**src/rtl/leitor_caminho.sv**
```systemverilog
// Path reader: loads obstacles into the accelerator, launches a search, captures the
// node stream (destino back to fonte) and replays it to the host in fonte-first order.
module leitor_caminho #(
  parameter int ADDR_WIDTH    = 8,
  parameter int DEPTH         = 32,
  parameter int TIMEOUT_WIDTH = 16
) (
  input  logic                    clk,
  input  logic                    rst_n,

  input  logic                    host_start_in,
  input  logic [ADDR_WIDTH-1:0]   host_fonte_in,
  input  logic [ADDR_WIDTH-1:0]   host_destino_in,

  input  logic                    host_obst_valid_in,
  input  logic [ADDR_WIDTH-1:0]   host_obst_addr_in,
  input  logic                    host_obst_data_in,
  output logic                    host_obst_ready_out,

  output logic [ADDR_WIDTH-1:0]   top_addr_fonte_out,
  output logic [ADDR_WIDTH-1:0]   top_addr_destino_out,
  output logic                    top_wr_fonte_out,

  output logic                    obstaculos_wr_enable_out,
  output logic [ADDR_WIDTH-1:0]   obstaculos_wr_addr_out,
  output logic                    obstaculos_wr_data_out,

  input  logic [ADDR_WIDTH-1:0]   gma_read_data_in,
  input  logic                    gma_pronto_in,

  output logic                    path_valid_out,
  output logic [ADDR_WIDTH-1:0]   path_data_out,
  output logic                    path_last_out,
  input  logic                    path_ready_in,

  output logic                    busy_out,
  output logic                    erro_overflow_out,
  output logic                    erro_timeout_out,
  output logic [$clog2(DEPTH):0]  path_len_out
);

  // state    | meaning
  // OCIOSO   | idle, accepts obstacles and start requests
  // INICIA   | one-cycle start strobe to the accelerator
  // AGUARDA  | waiting for the first path node, timeout running
  // CAPTURA  | storing the node stream into the path buffer
  // ENTREGA  | replaying the buffer to the host, newest node first
  typedef enum logic [2:0] {OCIOSO, INICIA, AGUARDA, CAPTURA, ENTREGA} estado_t;

  localparam int IW = $clog2(DEPTH);
  localparam int CW = IW + 1;
  localparam logic [CW-1:0] CNT_FULL = CW'(DEPTH);
  localparam logic [CW-1:0] CNT_ONE  = 1;
  localparam logic [IW-1:0] IDX_ONE  = 1;
  localparam logic [TIMEOUT_WIDTH-1:0] TMO_ONE = 1;
  // Value seen on the last wait cycle: the increment taken here would make the counter all-ones.
  localparam logic [TIMEOUT_WIDTH-1:0] TMO_LAST = {{(TIMEOUT_WIDTH-1){1'b1}}, 1'b0};

  estado_t                  state_q;
  logic [ADDR_WIDTH-1:0]    fonte_q;
  logic [ADDR_WIDTH-1:0]    destino_q;
  logic                     top_wr_q;
  logic                     busy_q;
  logic                     valid_q;
  logic                     obst_we_q;
  logic [ADDR_WIDTH-1:0]    obst_addr_q;
  logic                     obst_data_q;
  logic [CW-1:0]            count_q;
  logic [IW-1:0]            idx_q;
  logic [TIMEOUT_WIDTH-1:0] tmo_q;
  logic                     ovf_q;
  logic                     tmo_err_q;

  logic [ADDR_WIDTH-1:0]    buf_q [DEPTH];

  logic                     has_room;
  logic [IW-1:0]            cnt_lo;
  logic                     cap_we;
  logic [IW-1:0]            cap_waddr;
  logic [IW-1:0]            last_idx;
  logic                     node_is_fonte;

  assign has_room      = (count_q < CNT_FULL);
  assign cnt_lo        = count_q[IW-1:0];
  assign node_is_fonte = (gma_read_data_in == fonte_q);

  always_comb begin
    cap_we    = 1'b0;
    cap_waddr = '0;
    if (gma_pronto_in) begin
      if (state_q == AGUARDA) begin
        cap_we = 1'b1;
      end else if ((state_q == CAPTURA) && has_room) begin
        cap_we    = 1'b1;
        cap_waddr = cnt_lo;
      end
    end
  end

  // Index of the newest stored node once this cycle's write (if any) has landed.
  assign last_idx = cap_we ? cnt_lo : (cnt_lo - IDX_ONE);

  always_ff @(posedge clk) begin
    if (cap_we) begin
      buf_q[cap_waddr] <= gma_read_data_in;
    end
  end

  always_ff @(posedge clk or negedge rst_n) begin
    if (!rst_n) begin
      state_q     <= OCIOSO;
      fonte_q     <= '0;
      destino_q   <= '0;
      top_wr_q    <= 1'b0;
      busy_q      <= 1'b0;
      valid_q     <= 1'b0;
      obst_we_q   <= 1'b0;
      obst_addr_q <= '0;
      obst_data_q <= 1'b0;
      count_q     <= '0;
      idx_q       <= '0;
      tmo_q       <= '0;
      ovf_q       <= 1'b0;
      tmo_err_q   <= 1'b0;
    end else begin
      obst_we_q <= 1'b0;
      top_wr_q  <= 1'b0;
      case (state_q)
        OCIOSO: begin
          if (host_start_in) begin
            fonte_q   <= host_fonte_in;
            destino_q <= host_destino_in;
            count_q   <= '0;
            ovf_q     <= 1'b0;
            tmo_err_q <= 1'b0;
            top_wr_q  <= 1'b1;
            busy_q    <= 1'b1;
            state_q   <= INICIA;
          end else if (host_obst_valid_in) begin
            obst_addr_q <= host_obst_addr_in;
            obst_data_q <= host_obst_data_in;
            obst_we_q   <= 1'b1;
          end
        end
        INICIA: begin
          tmo_q   <= '0;
          state_q <= AGUARDA;
        end
        AGUARDA: begin
          if (gma_pronto_in) begin
            count_q <= CNT_ONE;
            if (node_is_fonte) begin
              idx_q   <= '0;
              valid_q <= 1'b1;
              state_q <= ENTREGA;
            end else begin
              state_q <= CAPTURA;
            end
          end else if (tmo_q == TMO_LAST) begin
            tmo_err_q <= 1'b1;
            busy_q    <= 1'b0;
            state_q   <= OCIOSO;
          end else begin
            tmo_q <= tmo_q + TMO_ONE;
          end
        end
        CAPTURA: begin
          if (gma_pronto_in) begin
            if (has_room) begin
              count_q <= count_q + CNT_ONE;
            end else begin
              ovf_q <= 1'b1;
            end
          end
          if (!gma_pronto_in || node_is_fonte) begin
            idx_q   <= last_idx;
            valid_q <= 1'b1;
            state_q <= ENTREGA;
          end
        end
        ENTREGA: begin
          if (path_ready_in) begin
            if (idx_q == '0) begin
              valid_q <= 1'b0;
              busy_q  <= 1'b0;
              state_q <= OCIOSO;
            end else begin
              idx_q <= idx_q - IDX_ONE;
            end
          end
        end
        default: begin
          valid_q <= 1'b0;
          busy_q  <= 1'b0;
          state_q <= OCIOSO;
        end
      endcase
    end
  end

  assign host_obst_ready_out      = (state_q == OCIOSO) && !host_start_in;
  assign top_addr_fonte_out       = fonte_q;
  assign top_addr_destino_out     = destino_q;
  assign top_wr_fonte_out         = top_wr_q;
  assign obstaculos_wr_enable_out = obst_we_q;
  assign obstaculos_wr_addr_out   = obst_addr_q;
  assign obstaculos_wr_data_out   = obst_data_q;
  assign path_valid_out           = valid_q;
  assign path_data_out            = valid_q ? buf_q[idx_q] : '0;
  assign path_last_out            = valid_q && (idx_q == '0);
  assign busy_out                 = busy_q;
  assign erro_overflow_out        = ovf_q;
  assign erro_timeout_out         = tmo_err_q;
  assign path_len_out             = count_q;

endmodule

```
**config.mk**
```make
export PLATFORM = sky130hd
export DESIGN_NAME = leitor_caminho
export DESIGN_NICKNAME = d
export VERILOG_FILES = /design/src/rtl/leitor_caminho.sv
export SDC_FILE = /design/constraint.sdc
export NUM_CORES = 1
export LEC_CHECK = 0
export CAP_MARGIN = 20
export CORE_MARGIN = 2
export CORE_UTILIZATION = 24
export DETAILED_ROUTE_END_ITERATION = 7
export GPL_ROUTABILITY_DRIVEN = 0
export GPL_TIMING_DRIVEN = 0
export HOLD_SLACK_MARGIN = 0.03
export SLEW_MARGIN = 20
export SYNTH_ARGS = -nofsm -noshare
export SYNTH_HDL_FRONTEND = slang
export SYNTH_SLANG_ARGS = --single-unit
```
**constraint.sdc**
```tcl
create_clock -name clk -period 6.7 [get_ports clk]
set_input_delay 1.34 -clock clk [delete_from_list [all_inputs] [get_ports clk]]
set_output_delay 1.34 -clock clk [all_outputs]
set_load 0.02 [all_outputs]
```
==> out/results.txt <==
flops & latches, synth: 317
grt total ovfl: 0
register area: 0.00921 sq mm
combinational share of power: 0.289
largest family of logic cells by synthesized area: multiplexers
Initial Util: 0.243
WHS Endpoint: obstaculos_wr_addr_out[1]$_DFFE_PN0P_
Via Count: 7561
Mean Syn Cell Area: 16.4 sq um
worst hold stages: 1
fraction of the mapped netlist area in adder cells: 0.00574
Setup Crit Path Kind: reg -> out
vias in the first global route: 7724
setup violators final: 0
Via density: 4.60
outcome: complete, no violations
syn_nets: 845
Post-synth top flop: edfxtp_1
Post-Synth Simple-Gate Area: 0.0736
Post-Synth XOR/XNOR Area: 0.0120
first-pass GRT wire length: 47.5 mm
initial antenna violation count: 0
final hold violation count: 0
hold slack: 0.505 ns
RSZ-0062 raised after global routing: no
DR DRC count: 0
port bufs: 85
sequential power share: 0.396
critical-path maximum fanout: 10
H-tree levels: 2
Worst setup SP type: flop
P_int: 0.00410 W
CP max stage cell: clkdlybuf4s50_1
chip width: 238 microns
CTS root buf: clkbuf_16
Worst Reg2Reg Path Length in Cells: 7
Filler Cell Count: 5387
mux contribution to synthesized area: 0.137
Top Ports: 86
area of the core: 0.0538 sq mm
fin util: 0.295
Tcrit/Tclk final: 0.806
crit path DAT: 4.06 ns
Synth Area in Compound Gates: 0.0489
Post-synth EDFFs: 256
pwr/cell area: 373 mW/mm^2
worst hold start: obstaculos_wr_addr_out[1]$_DFFE_PN0P_
Initial DRC Count: 559
Yosys cell types: 59
Rel. slew slack: 0.380
Max Freq: 185 MHz
CTS tree: yes
hold crit path type: reg -> reg
worst path cell trace: clkbuf_1, buf_1, clkbuf_1, nand2_1, nand2_1, o22ai_1, nor3_1, clkdlybuf4s50_1
final slew viol count: 0
clock power share: 0.315
Ys Warns: 0
Power, Total: 0.00593 W
Peak VDD IR: 0.210 mV
fin nets: 967
Multi-input gate area: 0.00363 sq mm
fin crit period: 5.40 ns
largest net degree at the start of global routing: 36
synth-to-layout area growth: 21.3%
worst stage delay on the critical path: 0.71 ns
DR pass1 iterations: 5
clk sinks: 317
clk buf depth: 3
RR Endpoint: buf_q[27][3]$_DFFE_PP_
FF-to-FF Start: state_q[0]$_DFFE_PN0P_
Synth Cell Area: 0.0131 sq mm
ant diodes: 0
sum of negative setup slack: 0 ns
Switch Pwr: 0.00183 W
Worst-path clk slew: 0.06 ns
r2r setup slk: 3.32 ns
Leak: 5.15 nW
Post-DP HPWL: 21.0 mm
Max Cap Violations: 0
share of flip-flops with an asynchronous set or reset: 0.192
Avg WL per Cell: 19.1 microns
die area: 0.0564 sq mm
Core Rows: 85
number of routed nets with antenna violations: 0
final WL: 31.3 mm
Worst Skew: 0.0228 ns
layout cells sized above 1: 0.178
most frequent cells in the layout: 256 x edfxtp_1, 76 x clkdlybuf4s50_1, 70 x nand2_1, 64 x mux4_2, 63 x nor2_1
Critical Path Source: idx_q[2]$_DFFE_PN0P_
clk_lat worst skew: 0.51 ns
total setup buffers inserted after CTS: 0
Critical Path End Type: primary output
sequential share of the synthesized area: 0.704
Slew @ Worst Pin: 0.923 ns
most common cell after layout, fill and taps aside: edfxtp_1
CTS Buf Count: 34
die height: 238 microns
PostCTS Resize Cnt: 0
cts-stage hold buffer count: 0
Worst Path Required: 5.36 ns
Total Routing Usage GR: 0.111
post-synthesis cell count: 800
sw frac: 0.308
how the worst max path moves through the flow:
| stage | to | cells after the start | slack [ns] |
|---|---|---|---|
| floorplan | host_obst_ready_out | 1 | 3.33 |
| global placement | path_data_out[4] | 8 | 1.72 |
| detailed placement | path_data_out[4] | 8 | 1.73 |
| CTS | path_data_out[4] | 8 | 1.19 |
| global route | path_data_out[5] | 8 | 1.04 |
| finish | path_data_out[5] | 8 | 1.30 |
state kept, by name, summed over array words and instances, names as in the netlist:
register,cells
path_valid_out,1
top_addr_fonte_out,8
obstaculos_wr_addr_out,8
path_len_out,6
obstaculos_wr_enable_out,1
idx_q,5
erro_overflow_out,1
busy_out,1
obstaculos_wr_data_out,1
tmo_q,16
state_q,3
top_wr_fonte_out,1
buf_q,256
erro_timeout_out,1
top_addr_destino_out,8
layout make-up:
type | count | area share
flip-flops and latches | 317 | 0.580
plain buffers | 44 | 0.0117
inverters | 15 | 0.00355
well taps | 696 | 0.0549
multi-input cells | 424 | 0.229
clock inverters | 21 | 0.0126
repair buffers | 86 | 0.0522
clock buffers | 39 | 0.0561
critical path, delay by kind of cell (launching register included):
family          cells  cell delay (ns)
simple gates        3             0.61
buf+inv             4             2.51
flops               1             0.32
compound gates      1             0.11
stage by stage:
step / instance area, sq um / setup slack, ns / instances
after floorplan: 13100 / 3.33 / 800
after global placement: 14800 / 1.72 / 1581
after detailed placement: 14800 / 1.73 / 1582
after CTS: 15900 / 1.19 / 1642
after global routing: 15900 / 1.04 / 1642
final: 15900 / 1.30 / 1642
power by group through the flow:
stage | clock [W] | sequential, W | combinational [W]
after floorplan | 0 | 0.00248 | 0.000925
after CTS | 0.00191 | 0.00235 | 0.00173
after global placement | 0 | 0.00238 | 0.00171
after detailed placement | 0 | 0.00239 | 0.00172
after global routing | 0.00199 | 0.00237 | 0.00185
final | 0.00187 | 0.00235 | 0.00171
cells by family after synthesis:
logic type      Yosys count
mux                      95
fa+ha+maj                 6
simple gates            207
xor+xnor                 18
buf+inv                  59
compound gates           98
flops                   317
Yosys cell counts, drive strengths merged, types with 8 or more instances:
cell type / count / area, sq um
and2: 10 / 62.6
nand2: 70 / 263
xnor2: 16 / 140
nor3: 12 / 60.1
nand3: 14 / 70.1
a211oi: 8 / 60.1
mux4: 64 / 1440
mux2: 29 / 334
nor2: 64 / 243
o22ai: 12 / 75.1
dfrtp: 61 / 1530
buf: 16 / 78.8
o21ai: 23 / 115
edfxtp: 256 / 7690
clkbuf: 28 / 106
inv: 14 / 52.6
a21oi: 17 / 85.1
nand4: 9 / 56.3
layer usage:
layer | track usage | share of wire | up-vias
li1 | - | - | 3362
met1 | 0.154 | 0.45 | 3844
met2 | 0.173 | 0.46 | 304
met3 | 0.0246 | 0.072 | 51
met4 | 0.0328 | 0.025 | 0
met5 | 0 | 0 | -
Power figures use the tool's default switching activity.
